File: src/rtl/binary_down_counter_par_load.sv
// Parameterised binary down counter with parallel load, a reload register for
// auto-reload on underflow, and a combinational ripple borrow for cascading.
module binary_down_counter_par_load #(
    parameter int WIDTH = 4
) (
    input  logic             CLK,
    input  logic             Clear_b,
    input  logic [WIDTH-1:0] Data_in,
    input  logic             Load,
    input  logic             Count,
    input  logic             Auto_reload,
    output logic [WIDTH-1:0] A_count,
    output logic             B_out,
    output logic             Zero,
    output logic             Reloaded
);

    logic [WIDTH-1:0] a_count_d, a_count_q;
    logic [WIDTH-1:0] r_d, r_q;
    logic             reloaded_d, reloaded_q;
    logic             at_zero;

    assign at_zero = (a_count_q == '0);

    // Load beats counting; an underflow either wraps to all-ones or restarts from R.
    always_comb begin
        a_count_d  = a_count_q;
        r_d        = r_q;
        reloaded_d = 1'b0;
        if (Load) begin
            a_count_d = Data_in;
            r_d       = Data_in;
        end else if (Count) begin
            if (!at_zero) begin
                a_count_d = a_count_q - WIDTH'(1);
            end else if (Auto_reload) begin
                a_count_d  = r_q;
                reloaded_d = 1'b1;
            end else begin
                a_count_d = '1;
            end
        end
    end

    always_ff @(posedge CLK or negedge Clear_b) begin
        if (!Clear_b) begin
            a_count_q  <= '0;
            r_q        <= '0;
            reloaded_q <= 1'b0;
        end else begin
            a_count_q  <= a_count_d;
            r_q        <= r_d;
            reloaded_q <= reloaded_d;
        end
    end

    // Borrow is masked by Load so a cascaded upper stage never steps on a load edge.
    assign A_count  = a_count_q;
    assign Zero     = at_zero;
    assign B_out    = Count & ~Load & at_zero;
    assign Reloaded = reloaded_q;

endmodule

File: config.mk
export PLATFORM = sky130hd
export DESIGN_NAME = binary_down_counter_par_load
export DESIGN_NICKNAME = d
export VERILOG_FILES = /design/src/rtl/binary_down_counter_par_load.sv
export SDC_FILE = /design/constraint.sdc
export NUM_CORES = 1
export LEC_CHECK = 0
export BUFFER_PORTS_ARGS = -buffer_cell sky130_fd_sc_hd__buf_2
export CORE_AREA = 2 2 39 41
export CTS_CLUSTER_SIZE = 20
export DETAILED_ROUTE_END_ITERATION = 6
export DIE_AREA = 0 0 41 43
export PLACE_DENSITY = 0.74
export SETUP_SLACK_MARGIN = 0.15
export SKIP_LAST_GASP = 1
export SYNTH_ARGS = -nofsm -noshare
export SYNTH_HDL_FRONTEND = slang
export SYNTH_SLANG_ARGS = --single-unit
File: constraint.sdc
create_clock -name CLK -period 3.2 [get_ports CLK]
set_clock_uncertainty 0.15 [all_clocks]
set_input_delay 0.48 -clock CLK [delete_from_list [all_inputs] [get_ports CLK]]
set_output_delay 0.48 -clock CLK [all_outputs]
set_load 0.03 [all_outputs]
Word level (Yosys, flattened, before mapping)
Index checks and enable logic that the tools add are counted.

$add $sub $neg: 1. Multiplexer cells: 8. Bitwise operators: 3. Reductions and logical operators: 2.

Operator list (number): 4-bit 2-to-1 mux (4); 4-bit logical NOT (1); 1-bit 2-to-1 mux (4); 4-bit by 1-bit subtractor with 4-bit output (second input constant) (1); 1-bit AND (2); 2-bit nonzero test (1); 1-bit NOT (1).

Flip-flop bits (word level): 9. Input port bits: 9. Output and inout bits: 7. Word-level logic and storage cells: 17.

Logic depth before layout (Yosys ltp)
Depth in word-level cells: 4. Gate-level depth with buffers: 5. Gate-level depth less buffers: 5.

Worst setup path before layout
OpenSTA, ideal clock, no wires.

Kind: register -> output. Start point: reg a_count_q[0] (netlist: A_count[0]). End point: out B_out. Arrival: 1.807 ns. Data required time: 2.570 ns. Setup slack: 0.763 ns. Stages on the path, launching flop included: 5. Buffers on the path: 0. Cell sequence: dfrtp_1 inv_1 ha_1 nor3b_2 and3b_2.

Cells in the longest elaborated chain, start to end: 2.

Ends and longest elaborated chain: start, declared (RTL line 18) `logic [WIDTH-1:0] a_count_d, a_count_q;`; start signal, assigned (RTL line 51) `a_count_q <= a_count_d;`; 4-bit logical NOT (RTL line 23) `assign at_zero = (a_count_q == '0);`; via Zero (RTL line 14) `output logic Zero,`; 1-bit AND (RTL line 60) `assign B_out = Count & ~Load & at_zero;`; end, declared (RTL line 13) `output logic B_out,`.

The timed path passes the listed nets, and every way through them passes these cells.

Worst setup path after layout
Start point: reg a_count_q[0] (netlist: A_count[0]). End point: out B_out.

Cells in the longest elaborated chain, start to end: 2.

Ends and longest elaborated chain (RTL line): 4-bit logical NOT (23); 1-bit AND (60).

Every way passes these cells.

==> impl_metrics.ini <==
[die]
dieArea_um2 = 1760
core-area_um2 = 1380
start_util = 0.360
dieHeight_um = 43
die_w_um = 41
io_pins = 16
std_cell_rows = 14

[layout]
most-common-layout-cells = buf_2 (15), dfrtp_1 (9), inv_1 (4), mux2_2 (4)
layout_commonest_cell = buf_2
n_antenna_cell = 0
drive_above_1_share = 0.379
area_delta_synth_final_pct = 25.4
finalNonFillerCells = 82
fillers = 135
finalNetCount = 77

[worst_setup_path]
worstPathArrival_ps = 1800
critPathLaunchType = flop
cp_max_fo = 7
crit_type = flop to output pin
reg2reg_depth = 5
crit_required_ps = 2570
end_kind = output pin

[routing]
post-route-drc-count = 0
wirelength_um = 1080
top_layer = met4
wl_met3_um = 79
via_per_inst = 5.41
vias = 444
dr.first_iter.drc_count = 9
drt.antenna.violating_nets = 0
firstDrtPassIters = 5
wl_met2_um = 517
routedWlPerCell_um = 13.1
wirelength_met1_um = 467

[placement]
dp.cells = 77
port_buffers = 15
dpl.hpwl_um = 800
place_ws_ps = 1060
gp_congestion = 0.732

[synthesis]
synth_top_family_by_area = simple AND/OR/NAND/NOR gates
yosysWarnings = 0
syn_nets = 57
post_synth_and_or_nand_nor_area_fraction = 0.229
synthCells = 47
avgSynthCellArea_um2 = 10.6
synth-adder-area-share = 0.0251
synthXorXnorAreaFrac = 0
yosys_most_used_dff = dfrtp_1
syn_area_um2 = 498
synth_mux_area_frac = 0.0905
async_reset_ff_frac = 1.00
synth-edff-count = 0
synth_compound_area_frac = 0.163
synth_seq_cells = 9
synth.distinct_cells = 25
ys_seq_area_frac = 0.452

[grt]
grt_pass1_vias = 422
grt_overflow = 0
grt_use_total = 0.148
antenna_found_initial = 0
grt_max_degree = 14
grt_pass1_wl_um = 1730

[pwr]
p_int_mw = 0.205
ir_worst_vdd_v = 0.000200
switching_power_mw = 0.0981
p_leak_nw = 0.310
pwr-share-comb = 0.254
seqPwrFrac = 0.454
power-per-cell-area_nw_per_um2 = 486
switching_share = 0.323
power_frac_clock = 0.292

[clock_network]
clk_latency_ps = 260
clk_pin_slew_ps = 60
ctsResizeCount = 0
cts.path.max_buffers = 2
cts_tree = yes
numCtsBuffers = 3
cts_root_buffer = clkbuf_4
cts_sinks = 9
post-cts-setup-buffers = 0
htree_levels = 1

[timing]
fin_crit_sh = 0.758
rsz0062_at_grt = no
hold_violations = 0
drv_slew = 0
finalSetupTns_ps = 0
setup_slack_ps = 773
finalSetupViolCount = 0
max_freq_ghz = 0.412
fin_crit_ps = 2430
worstMarginPinSlew_ps = 324
fin_hold_ws_ps = 285
slew-limit-headroom = 0.783

[min_path]
hold_depth = 3
hp-class = input port to flop

[job]
timing.max_cap.violations = 0

[run_status]
status = completed
-- stage by stage --
stage / power, mW / cell area [um^2] / utilization
finish: 0.303 / 624 / 0.451
detailed placement: 0.216 / 588 / 0.425
global placement: 0.214 / 588 / 0.425
floorplan: 0.190 / 498 / -
global route: 0.322 / 624 / 0.451
CTS: 0.306 / 624 / 0.451
-- layer usage --
metal	vias to the layer above	track usage
met4	0	0.100
met5	-	0
met1	211	0.183
met3	2	0.0314
met2	17	0.219
li1	214	-
-- kinds of logic (layout without fill, tap and decap cells) --
kind of cell | after synthesis | count (layout)
simple gates | 18 | 18
compound gates | 10 | 10
flops | 9 | 9
buf+inv | 5 | 24
mux | 4 | 4
fa+ha+maj | 1 | 1
-- power groups by stage --
| stage | logic (mW) | registers (mW) | clock network, mW |
|---|---|---|---|
| after global placement | 0.0745 | 0.139 | 0 |
| after CTS | 0.0782 | 0.138 | 0.0907 |
| after floorplan | 0.0389 | 0.151 | 0 |
| after global routing | 0.0860 | 0.139 | 0.0968 |
| after detailed placement | 0.0767 | 0.140 | 0 |
| final | 0.0771 | 0.138 | 0.0886 |
-- cell usage after synthesis (all sizes together), types with 2 or more instances --
library cell | n | share of area
dfrtp | 9 | 0.45
inv | 4 | 0.030
mux2 | 4 | 0.090
nand2 | 3 | 0.023
nand2b | 3 | 0.038
nor2 | 3 | 0.023
a22oi | 2 | 0.030
nor3b | 2 | 0.040
o21ai | 2 | 0.020
-- flip-flops by register name (all words and copies together), names as in the netlist --
name	cells
A_count	4
r_q	4
Reloaded	1
-- cell type report --
cell class | instances | area (um^2) | area share
Sequential cell | 9 | 225 | 0.361
Inverter | 4 | 15.0 | 0.0240
Multi-Input combinational cell | 33 | 253 | 0.405
Clock buffer | 4 | 26.3 | 0.0421
Tap cell | 16 | 20.0 | 0.0321
Timing Repair Buffer | 16 | 85.1 | 0.136
-- repair_timing --
item                                    CTS  global route
endpoints found under the hold margin     9             0
endpoints found under the setup margin    0             0
hold buffers                              1             0
-- final timing paths --
path / slack [ps] / start / endpoint
min reg2reg: 360 / r_q[1] / r_q[1]
max in group asynchronous: 2270 / Clear_b / r_q[0]
max: 770 / A_count[0] / B_out
min in group asynchronous: 440 / Clear_b / r_q[3]
max reg2reg: 1330 / A_count[0] / A_count[1]
min: 280 / Data_in[0] / A_count[0]
-- worst max-delay path, cell delays in order, from the launching register on --
cell and delay (ps):
dfrtp_1 430, inv_1 100, ha_1 230, nor3b_2 340, and3b_2 230, buf_2 190
Note: power is estimated with default switching activity, not from simulation.
